$ cat src/rtl/wave_clk_scheduler.sv
// rtl/wave_clk_scheduler.sv - run-bounded start/stop FSM driving fast/medium/slow divided waves
// Optional WAVE_PAUSE_EN adds a pause input that stalls the run while asserted.
module wave_clk_scheduler #(
  parameter int RUN_W     = 32,
  parameter int FAST_HALF = 1,
  parameter int MED_HALF  = 100,
  parameter int SLOW_HALF = 1000,
  parameter int DIV_W     = 16
) (
  input  logic             clk,
  input  logic             rst,
  input  logic             start,
  input  logic             stop,
`ifdef WAVE_PAUSE_EN
  input  logic             pause,
`endif
  input  logic [RUN_W-1:0] run_len,
  output logic             busy,
  output logic             done,
  output logic             fast_out,
  output logic             medium_out,
  output logic             slow_out,
  output logic [RUN_W-1:0] cycle_cnt
);

  typedef enum logic [1:0] {IDLE, RUN, DONE} state_t;

  localparam logic [2:0][DIV_W-1:0] HALF_M1 = {DIV_W'(SLOW_HALF - 1),
                                                DIV_W'(MED_HALF - 1),
                                                DIV_W'(FAST_HALF - 1)};

  state_t                 state_q;
  logic [RUN_W-1:0]       len_q;
  logic [RUN_W-1:0]       cnt_q;
  logic [2:0][DIV_W-1:0]  div_q;
  logic [2:0][DIV_W-1:0]  div_d;
  logic [2:0]             wave_q;
  logic [2:0]             wave_d;
  logic                   busy_q;
  logic                   done_q;
  logic                   pause_w;
  logic                   last;
  logic                   step;

`ifdef WAVE_PAUSE_EN
  assign pause_w = pause;
`else
  assign pause_w = 1'b0;
`endif

  // A stop on the terminal cycle still counts that cycle; otherwise stop freezes everything.
  assign last = (cnt_q == len_q - RUN_W'(1));
  assign step = (state_q == RUN) && (stop ? last : !pause_w);

  always_comb begin
    div_d  = div_q;
    wave_d = wave_q;
    for (int i = 0; i < 3; i++) begin
      if (div_q[i] == HALF_M1[i]) begin
        div_d[i]  = '0;
        wave_d[i] = ~wave_q[i];
      end else begin
        div_d[i] = div_q[i] + DIV_W'(1);
      end
    end
  end

  always_ff @(posedge clk) begin
    if (rst) begin
      state_q <= IDLE;
      len_q   <= '0;
      cnt_q   <= '0;
      div_q   <= '0;
      wave_q  <= '0;
      busy_q  <= 1'b0;
      done_q  <= 1'b0;
    end else begin
      done_q <= 1'b0;
      case (state_q)
        IDLE: begin
          if (start) begin
            len_q  <= run_len;
            cnt_q  <= '0;
            div_q  <= '0;
            wave_q <= '0;
            if (run_len != '0) begin
              state_q <= RUN;
              busy_q  <= 1'b1;
            end else begin
              state_q <= DONE;
              done_q  <= 1'b1;
            end
          end
        end
        RUN: begin
          if (step) begin
            cnt_q  <= cnt_q + RUN_W'(1);
            div_q  <= div_d;
            wave_q <= wave_d;
          end
          if (stop || (step && last)) begin
            state_q <= DONE;
            busy_q  <= 1'b0;
            done_q  <= 1'b1;
          end
        end
        DONE: begin
          // Waves hold through DONE and drop on the way back to IDLE.
          state_q <= IDLE;
          div_q   <= '0;
          wave_q  <= '0;
        end
        default: begin
          state_q <= IDLE;
          busy_q  <= 1'b0;
        end
      endcase
    end
  end

  assign busy       = busy_q;
  assign done       = done_q;
  assign fast_out   = wave_q[0];
  assign medium_out = wave_q[1];
  assign slow_out   = wave_q[2];
  assign cycle_cnt  = cnt_q;

endmodule

$ cat config.mk
export PLATFORM = sky130hd
export DESIGN_NAME = wave_clk_scheduler
export DESIGN_NICKNAME = d
export VERILOG_FILES = /design/src/rtl/wave_clk_scheduler.sv
export SDC_FILE = /design/constraint.sdc
export NUM_CORES = 1
export LEC_CHECK = 0
export CAP_MARGIN = 20
export CORE_UTILIZATION = 35
export DETAILED_ROUTE_END_ITERATION = 8
export GPL_TIMING_DRIVEN = 0
export MAX_ROUTING_LAYER = met4
export PLACE_DENSITY_LB_ADDON = 0.25
export SLEW_MARGIN = 10
export SYNTH_ARGS = -nofsm -noshare
export SYNTH_HDL_FRONTEND = slang
export SYNTH_SLANG_ARGS = --single-unit
$ cat constraint.sdc
create_clock -name clk -period 5.7 [get_ports clk]
set_clock_uncertainty 0.15 [all_clocks]
set_input_delay 0.57 -clock clk [delete_from_list [all_inputs] [get_ports clk]]
set_output_delay 0.57 -clock clk [all_outputs]
set_load 0.01 [all_outputs]
==> metrics.md, run 1 <==
| Metric | Value |
|---|---|
| Vias in the first global route | `7,244` |
| Setup-failing EPs final | `0` |
| Slowest-stage cell, CP | `nor3b_1` |
| Mean number of vias per cell | `5.77` |
| Cells on Worst Hold Path | `2` |
| GRT met1 Usage | `0.321` |
| Drt drc | `0` |
| Cells after Synth | `1,008` |
| Final Hold Fails | `0` |
| # H-tree levels | `4` |
| YS warnings | `0` |
| Clock root cell | `clkbuf_16` |
| Crit-path max FO | `10` |
| Setup TNS | `0 ps` |
| Reg-to-Reg End | `div_q[38]` |
| Ant. Diodes | `0` |
| PortBufs | `72` |
| Global Route met3 Usage | `0.0281` |
| Final WL | `between 20,000 and 25,000 um` |
| Worst vdd ir | `around 180 uV` |
| Area contributors post-synth | `dfxtp_1 30%, mux2i_1 8.9%, nand2_1 5.8%, a21oi_2 5.4%, nand3_1 5.3%` |
| Final core utilization | `0.437` |
| CTS Buf Count | `17` |
| Reg2reg start | `len_q[0]` |
| Placed Cells | `roughly 1,400` |
| Pin count of the biggest net entering global routing | `17` |
| Min-delay src | `len_q[20]` |
| Critical path depth | `11` |
| Worst R2R Path Depth | `11` |
| Initial Utilization | `0.361` |
| Worst slew pin tran | `around 940 ps` |
| Status | `complete, no violations` |
| Power per cell area | `approximately 250 nW/um2` |
| Leak Pwr | `roughly 3.2 nW` |
| Post-synthesis cell type count | `66` |
| Hold crit path type | `reg -> reg` |
| CTS Buffer Depth | `2` |
| Critical path cell sequence | `inv_1 > ha_1 > nor3b_1 > nand4_1 > a2111oi_2 > o22ai_1 > a211oi_4 > nand4_2 > clkbuf_1 > nand4b_1 > mux2i_1` |
| Mean Syn Cell Area | `between 7 and 8 um2` |
| CP Class | `reg -> reg` |
| Height of the die | `between 150 and 200 um` |
| Yosys top cell by area | `dfxtp_1` |
| Layout Cells excl Fill | `1,391` |
| Setup crit start kind | `flip-flop` |
| Max cap viols | `0` |
| DRT Pass-1 Iters | `5` |
| Vias | `approximately 8,000` |
| Crit-path leading delay family | `simple AND/OR/NAND/NOR gates` |
| Worst path bufs/invs | `2` |
| DIE AREA | `23,400 um2` |
| Crit. End Element | `flip-flop` |
| Primary FF master, synth | `dfxtp_1` |
| Max Fclk | `about 0.23 GHz` |
| Grt peak-use layer | `met1` |
| Hold-fix buffers, CTS | `0` |
| Io pins | `73` |
| Synth top area share | `0.299` |
| Nets | `between 1,000 and 1,500` |
| EDFF count, synth | `0` |
| Required @ worst endpoint | `between 5000 and 6000 ps` |
| Core ar. | `about 22,000 um2` |
| First-pass GRT wire length | `40,000 um` |
| GRT Total Usage | `0.221` |
| Slew Viols, Final | `0` |
| CP peak stage delay | `between 700 and 800 ps` |
| CTS clk-pin slew, worst paths | `around 60 ps` |
| Die Wd | `153 um` |
| Site row count | `54` |
| Worst EP arrival | `~4400 ps` |
| R2R Setup Slk | `roughly 1400 ps` |
| RSZ-0062 raised after global routing | `no` |
| Routed WL per cell | `17.7 um` |
| Final period util | `0.749` |
| Slew headroom | `0.370` |
| Detail Placement HPWL | `~18,000 um` |
| Hold Path End | `len_q[20]` |
| Post-cts gate resize count | `0` |
| Placer congestion estimate | `around 0.88` |
| Gr ovfl total | `0` |
| Ys async rst share | `0` |
| Syn_nets | `approximately 1,100` |
| Initial antenna violation count | `0` |
| Synthesized area | `~8000 um2` |
| CTS tree | `done` |
| Setup Buffers After CTS | `0` |
| Worst-Skew Late Latency | `approximately 430 ps` |
| Crit path time final | `4270 ps` |
| Antenna Nets Post-Route | `0` |
| Proportion of layout cells with a drive suffix above 1 | `0.101` |
| Seq/Total Area, Yosys | `0.299` |
| Routing usage on met2 | `0.317` |
| Yosys reg bits | `approximately 120` |
| Starting DRT DRC Count | `around 680` |
| Area Overhead vs Synth | `21.1%` |
| Clk sinks | `119` |
## cell usage after synthesis, types with 18 or more instances
| cell type | n |
|---|---|
| nor4_1 | 22 |
| nor3_1 | 19 |
| nand4b_1 | 40 |
| a21oi_2 | 49 |
| clkbuf_1 | 60 |
| nand4_1 | 33 |
| or3_1 | 35 |
| dfxtp_1 | 119 |
| xor2_1 | 18 |
| a21oi_1 | 58 |
| nand3_1 | 85 |
| nor2_1 | 67 |
| and3_1 | 20 |
| xnor2_1 | 20 |
| nand2_1 | 123 |
| mux2i_1 | 71 |
## report_power, final
group / total, W / internal (W) / switching, W
logic: 0.000430 / 0.000160 / 0.000270
registers: 0.000885 / 0.000854 / 0.0000308
clock network: 0.00114 / 0.000725 / 0.000410
## placed cells by master (no fill, tap or decap), drive strengths merged, types with 4 or more instances in the layout
cell           netlist  final
nand2b               6      6
clkinv               0      4
o211ai               4      4
nand3               85     85
xnor2               20     20
nand3b               4      4
a41oi                4      4
nand4               34     34
inv                  8      8
nor2b                5      5
and2                 6      6
and3                20     20
or3                 36     36
nor3                20     20
bufinv               0      4
or4                 10     10
o21ai               18     18
clkbuf              60     78
buf                 24     24
nand2              123    123
clkdlybuf4s50        0     72
and4                14     14
a211o                5      5
or2                  4      4
a21oi              107    107
mux2i               71     71
a2111oi              7      7
clkinvlp             0      5
nand4b              41     41
nor4                25     25
a21boi               5      5
xor2                18     18
ha                   6      6
o22ai                5      5
nor2                67     67
dfxtp              119    119
## final cells by class
cell class	count	area (um2)
inverters	8	30.0
clock buffers	18	429
repair buffers	72	721
well taps	280	350
fillers	2205	12400
multi-input cells	797	5180
clock inverters	13	181
plain buffers	84	378
flip-flops and latches	119	2380
## metal layers
layer | share of wire | vias up
met4 | 0.011 | 0
met1 | 0.51 | 3846
li1 | - | 3914
met5 | 0 | -
met3 | 0.052 | 27
met2 | 0.43 | 244
## how the worst max path moves through the flow
| stage | from | endpoint | slack [ps] |
|---|---|---|---|
| after floorplan | len_q[0] | div_q[19] | 2390 |
| after global placement | len_q[0] | done | 1570 |
| after detailed placement | len_q[0] | div_q[38] | 1480 |
| after CTS | len_q[0] | div_q[38] | 1470 |
| after global routing | len_q[0] | wave_q[2] | 1130 |
| final | len_q[0] | div_q[38] | 1430 |
## kinds of logic (layout without fill, tap and decap cells)
family                     count (synthesis)  after routing  share of synthesized area
AOI/OAI and AO/OA                        176            176                      0.161
xor gates and xnor gates                  38             38                     0.0418
adders and majority gates                  6              6                    0.00942
buffers and inverters                     92            195                     0.0512
DFF                                      119            119                      0.299
muxes                                     71             71                     0.0892
and+or+nand+nor                          506            506                      0.349
## tightest hold or removal path: cells and delay by family (launching register included)
kind | cells | cell delay, ps
DFF | 1 | 320
and+or+nand+nor | 1 | 60
AOI/OAI and AO/OA | 1 | 50
## registers in the layout, indices dropped and copies added (netlist names)
register   flops
wave_q         3
busy           1
len_q         32
state_q        2
div_q         48
done           1
cycle_cnt     32
## metrics by stage
| stage | setup slack, ps | hold slack [ps] | total power [W] | instance area [um2] |
|---|---|---|---|---|
| 2_1_floorplan | 2390 | 298 | 0.00119 | 7970 |
| 5_1_grt | 1130 | 357 | 0.00255 | 9650 |
| 3_3_place_gp | 1570 | 309 | 0.00132 | 9040 |
| 4_1_cts | 1470 | 331 | 0.00246 | 9650 |
| 6_report | 1430 | 327 | 0.00245 | 9650 |
| 3_5_place_dp | 1480 | 323 | 0.00133 | 9040 |
Power figures use the tool's default switching activity.
==> inputs of run 2 (changes only) <==
clock period = 3.9 ns   (was 5.7 ns; I/O delays follow)
==> run 2 against run 1 <==
Die area unchanged. Total power grew 47%. Global-route usage about the same. Design area rose by 0.70%. First-iteration DRC count grew 1.6%. Wire length increased by 0.61%. Non-clock buffer count is 2 higher. Via count is 0.61% lower. Combinational power grew 51%. Sequential share of layout area is 0.17 points lower.
==> metrics.md, run 2 (same netlist as run 1, synthesis figures left out) <==
| Metric | Value |
|---|---|
| CP Class | `reg -> reg` |
| Detail Placement HPWL | `roughly 18,000 um` |
| Core ar. | `between 20,000 and 25,000 um2` |
| Total power | `about 0.0036 W` |
| Vias | `7,982` |
| Dpl ws | `-321 ps` |
| Finished Cell Area | `9720 um2` |
| Min-delay src | `len_q[20]` |
| Placer congestion estimate | `0.876` |
| Power per cell area | `around 370 nW/um2` |
| Pint | `~0.0026 W` |
| Pin count of the biggest net entering global routing | `17` |
| Worst slew pin tran | `about 840 ps` |
| Nets | `approximately 1,100` |
| Ant. Diodes | `0` |
| Vias in the first global route | `roughly 7,300` |
| RSZ-0062 raised after global routing | `no` |
| Starting DRT DRC Count | `693` |
| First-pass GRT wire length | `approximately 40,000 um` |
| Slew Viols, Final | `0` |
| Sw Pwr | `~0.0010 W` |
| Worst EP arrival | `approximately 4000 ps` |
| Proportion of layout cells with a drive suffix above 1 | `0.106` |
| Die Wd | `between 150 and 200 um` |
| GRT met1 Usage | `0.321` |
| Clk sinks | `119` |
| Worst R2R Path Depth | `12` |
| Worst vdd ir | `about 260 uV` |
| Hold crit path type | `reg -> reg` |
| Mean number of vias per cell | `~5.7` |
| Required @ worst endpoint | `between 4000 and 5000 ps` |
| DIE AREA | `roughly 23,000 um2` |
| Initial Utilization | `0.361` |
| # fillers | `roughly 2,200` |
| WHS | `about 330 ps` |
| Cells on Worst Hold Path | `2` |
| Setup crit start | `len_q[14]` |
| Routing usage on met2 | `0.318` |
| Max Fclk | `0.269 GHz` |
| Io pins | `73` |
| Global Route met3 Usage | `0.0281` |
| Max FFs per register | `between 40 and 50` |
| Drt drc | `0` |
| Logic pwr share | `0.180` |
| CTS Buffer Depth | `2` |
| DRT Pass-1 Iters | `5` |
| Height of the die | `between 150 and 200 um` |
| Max cap viols | `0` |
| # H-tree levels | `4` |
| Largest Register | `div_q` |
| Most frequent cells in the layout | `123 x nand2_1, 119 x dfxtp_1, 85 x nand3_1` |
| Clock share of power | `0.461` |
| Gr ovfl total | `0` |
| Routed WL per cell | `approximately 18 um` |
| Antenna Nets Post-Route | `0` |
| Setup crit start kind | `flip-flop` |
| Area Overhead vs Synth | `21.9%` |
| Reg2reg start | `len_q[14]` |
| Site row count | `54` |
| Worst-Skew Late Latency | `around 430 ps` |
| Crit-path max FO | `10` |
| GRT Total Usage | `0.221` |
| Setup WS post-layout | `185 ps` |
| Clock root cell | `clkbuf_16` |
| R2R Setup Slk | `190 ps` |
| CTS Buf Count | `17` |
| PortBufs | `72` |
| Post-placement cell area | `9040 um2` |
| Final period util | `0.953` |
| Sw Ratio | `0.291` |
| Grt peak-use layer | `met1` |
| Crit path time final | `3710 ps` |
| CTS tree | `done` |
| Leak Pwr | `about 3.3 nW` |
| Final Hold Fails | `0` |
| Final WL | `24,800 um` |
| Setup-failing EPs final | `0` |
| Setup TNS | `0 ps` |
| CTS clk-pin slew, worst paths | `around 60 ps` |
| Slew headroom | `0.438` |
| Status | `complete, no violations` |
| Initial antenna violation count | `0` |
| Most common cell after layout, fill and taps aside | `nand2_1` |
| Crit. End Element | `flip-flop` |
| Part of the power in registers | `0.360` |
| Area occupied by registers | `2380 um2` |
| Area of the multi-input gates | `5230 um2` |
## run 2: power by group through the flow
stage | Sequential (W) | Combinational [W] | Clock (W)
global placement | 0.00132 | 0.000616 | 0
detailed placement | 0.00132 | 0.000620 | 0
global route | 0.00130 | 0.000716 | 0.00173
CTS | 0.00129 | 0.000624 | 0.00168
floorplan | 0.00131 | 0.000440 | 0
finish | 0.00130 | 0.000648 | 0.00166
## run 2: repair_timing
item                                    4_1_cts  5_1_grt
endpoints found under the setup margin       87       87
gates resized for setup                       1        6
pin swaps                                     0        0
buffers inserted                              0        3
hold buffers                                  0        0
## run 2: stage by stage
step,utilization,instances
global placement,0.409,1360
detailed placement,0.409,1360
finish,0.440,1393
floorplan,-,1008
CTS,0.437,1391
global route,0.440,1393
## run 2: critical path, cell delays in order, from the launching register on
cell	delay (ps)
dfxtp_1	290
buf_2	170
or4_1	520
buf_2	190
or3_1	390
a2111oi_2	330
o22ai_1	190
a211oi_4	460
nand4b_4	190
buf_6	210
buf_6	170
a21oi_2	160
mux2i_1	200
## run 2: cell type report
| type | count | area share |
|---|---|---|
| Inverter | 8 | 0.00309 |
| Multi-Input combinational cell | 797 | 0.538 |
| Timing Repair Buffer | 75 | 0.0765 |
| Sequential cell | 119 | 0.245 |
| Tap cell | 280 | 0.0360 |
| Clock inverter | 13 | 0.0187 |
| Clock buffer | 18 | 0.0441 |
| Buffer | 83 | 0.0385 |
## run 2: path summary, 6_finish.rpt
check                    to
setup reg to reg  div_q[38]
setup / recovery  div_q[38]
hold reg to reg   len_q[20]
hold / removal    len_q[20]
## run 2: metal layers
| metal | vias to the layer above | share of wire |
|---|---|---|
| met3 | 21 | 0.050 |
| li1 | 3915 | - |
| met4 | 0 | 0.010 |
| met2 | 227 | 0.43 |
| met5 | - | 0 |
| met1 | 3819 | 0.51 |
==> inputs of run 3 (changes only) <==
CAP_MARGIN = 10   (was 20)
REMOVE_ABC_BUFFERS = 1   (was not set)
SKIP_CTS_REPAIR_TIMING = 1   (was not set)
==> run 3 against run 2 <==
Clock power barely moved. Utilization shrank 0.20 points. Highest routed layer unchanged. Die area unchanged. Total power increased by 0.28%. Combinational power about the same. Setup slack worse by 38 ps. Global-route usage fell by 2.1 points. Via count down 3.8%.
==> metrics.md, run 3 (same netlist as run 1, synthesis figures left out) <==
| Metric | Value |
|---|---|
| Height of the die | `approximately 150 um` |
| CTS clk-pin slew, worst paths | `roughly 60 ps` |
| # H-tree levels | `4` |
| DRT Pass-1 Iters | `5` |
| Ant. Diodes | `0` |
| Worst path bufs/invs | `2` |
| Detail Placement HPWL | `about 15,000 um` |
| R2R Setup Slk | `between 100 and 150 ps` |
| Gr ovfl total | `0` |
| PortBufs | `between 70 and 80` |
| Routed WL per cell | `about 17 um` |
| Site row count | `54` |
| Slew Viols, Final | `0` |
| Crit path time final | `3750 ps` |
| Area Overhead vs Synth | `21.4%` |
| Post-placement cell area | `8860 um2` |
| WL met3 | `between 1000 and 1500 um` |
| Crit. End Element | `flip-flop` |
| Max FFs per register | `between 40 and 50` |
| Die Wd | `~150 um` |
| Worst EP arrival | `roughly 4000 ps` |
| Dpl ws | `-1050 ps` |
| Initial Utilization | `0.361` |
| Initial antenna violation count | `0` |
| Critical path cell sequence | `or4_4 > or4_1 > a2111oi_2 > o22ai_2 > a211oi_4 > nand4b_4 > buf_12 > buf_12 > a2111oi_4 > mux2i_1` |
| CP peak stage delay | `590 ps` |
| Starting DRT DRC Count | `568` |
| Nets | `around 1,100` |
| Clock root cell | `clkbuf_16` |
| Pin count of the biggest net entering global routing | `120` |
| Worst vdd ir | `about 290 uV` |
| Required @ worst endpoint | `4100 ps` |
| Setup WS post-layout | `between 100 and 150 ps` |
| CTS Buffer Depth | `2` |
| CTS tree | `done` |
| Cells on Worst Hold Path | `2` |
| Hold crit path type | `in -> reg` |
| Io pins | `between 70 and 80` |
| Crit-path leading delay family | `simple AND/OR/NAND/NOR gates` |
| M1 WL | `11,200 um` |
| Most common cell after layout, fill and taps aside | `nand2_1` |
| Crit-path max FO | `35` |
| CP Class | `reg -> reg` |
| Max cap viols | `0` |
| GRT Total Usage | `0.200` |
| Final Hold Fails | `0` |
| First-pass GRT wire length | `between 30,000 and 40,000 um` |
| Critical path depth | `10` |
| DIE AREA | `approximately 23,000 um2` |
| Finished Cell Area | `9680 um2` |
| Slowest-stage cell, CP | `or4_4` |
| Max Used Layer | `met4` |
| Most frequent cells in the layout | `123 x nand2_1, 119 x dfxtp_1, 85 x nand3_1` |
| Drt drc | `0` |
| CP dominant cell by count | `buf_12` |
| CTS Buf Count | `17` |
| Final period util | `0.962` |
| Slew headroom | `0.193` |
| Setup-failing EPs final | `0` |
| Core ar. | `~22,000 um2` |
| Vias | `7,675` |
| Worst-Skew Late Latency | `~420 ps` |
| Vias in the first global route | `roughly 7,000` |
| Status | `complete, no violations` |
| Worst slew pin tran | `around 1200 ps` |
| Power per cell area | `roughly 370 nW/um2` |
| Placer congestion estimate | `0.881` |
| Largest Register | `div_q` |
| Worst R2R Path Depth | `10` |
| Setup crit start kind | `flip-flop` |
| Final WL | `roughly 23,000 um` |
| WL met2 | `approximately 10,000 um` |
| Max Fclk | `0.266 GHz` |
| Clk sinks | `about 120` |
| Antenna Nets Post-Route | `0` |
| Proportion of layout cells with a drive suffix above 1 | `0.126` |
| Mean number of vias per cell | `5.79` |
| Leak Pwr | `about 3.3 nW` |
## run 3: cell types whose count changed in the layout (fill, tap and decap cells not counted), moves of 3 or more
cell | previous run | this run
buf_4 | 4 | 9
buf_1 | 10 | 0
buf_2 | 5 | 0
nor2_1 | 67 | 64
clkbuf_8 | 0 | 3
nor2_4 | 0 | 3
buf_6 | 7 | 3
buf_12 | 0 | 4
buf_16 | 0 | 3
clkbuf_1 | 61 | 0
## run 3: cell type report
class / count / area [um2]
fill: 2206 / 12400
multi-input combinational: 797 / 5300
sequential: 119 / 2380
timing repair buffer: 91 / 1000
clock buffer: 20 / 467
tap: 280 / 350
clock inverter: 11 / 149
inverter: 8 / 30.0
## run 3: stage by stage
| step | total power (W) | instances | setup TNS [ps] | utilization | hold WS (ps) |
|---|---|---|---|---|---|
| after global placement | 0.00191 | 1276 | -226570 | 0.392 | 311 |
| after floorplan | 0.00171 | 924 | -13090 | - | 292 |
| after detailed placement | 0.00193 | 1283 | -52290 | 0.401 | 312 |
| final | 0.00361 | 1326 | 0 | 0.438 | 161 |
| after global routing | 0.00376 | 1326 | -20.9 | 0.438 | 163 |
| after CTS | 0.00360 | 1314 | -54050 | 0.429 | 136 |
## run 3: worst paths after layout
kind / startpoint / endpoint
max: len_q[23] / div_q[31]
min: rst / wave_q[2]
max reg2reg: len_q[23] / div_q[31]
min reg2reg: len_q[31] / len_q[31]
## run 3: power breakdown
| part | leakage (nW) | internal, W | switching (W) |
|---|---|---|---|
| combinational | 2.00 | 0.000259 | 0.000391 |
| sequential | 0.965 | 0.00125 | 0.0000526 |
| clock | 0.294 | 0.00105 | 0.000610 |
| total | 3.26 | 0.00256 | 0.00105 |
## run 3: per-layer routing
metal / GRT usage / up-vias
li1: - / 3768
met1: 0.273 / 3683
met4: 0.0572 / 0
met5: - / -
met3: 0.0349 / 22
met2: 0.300 / 202
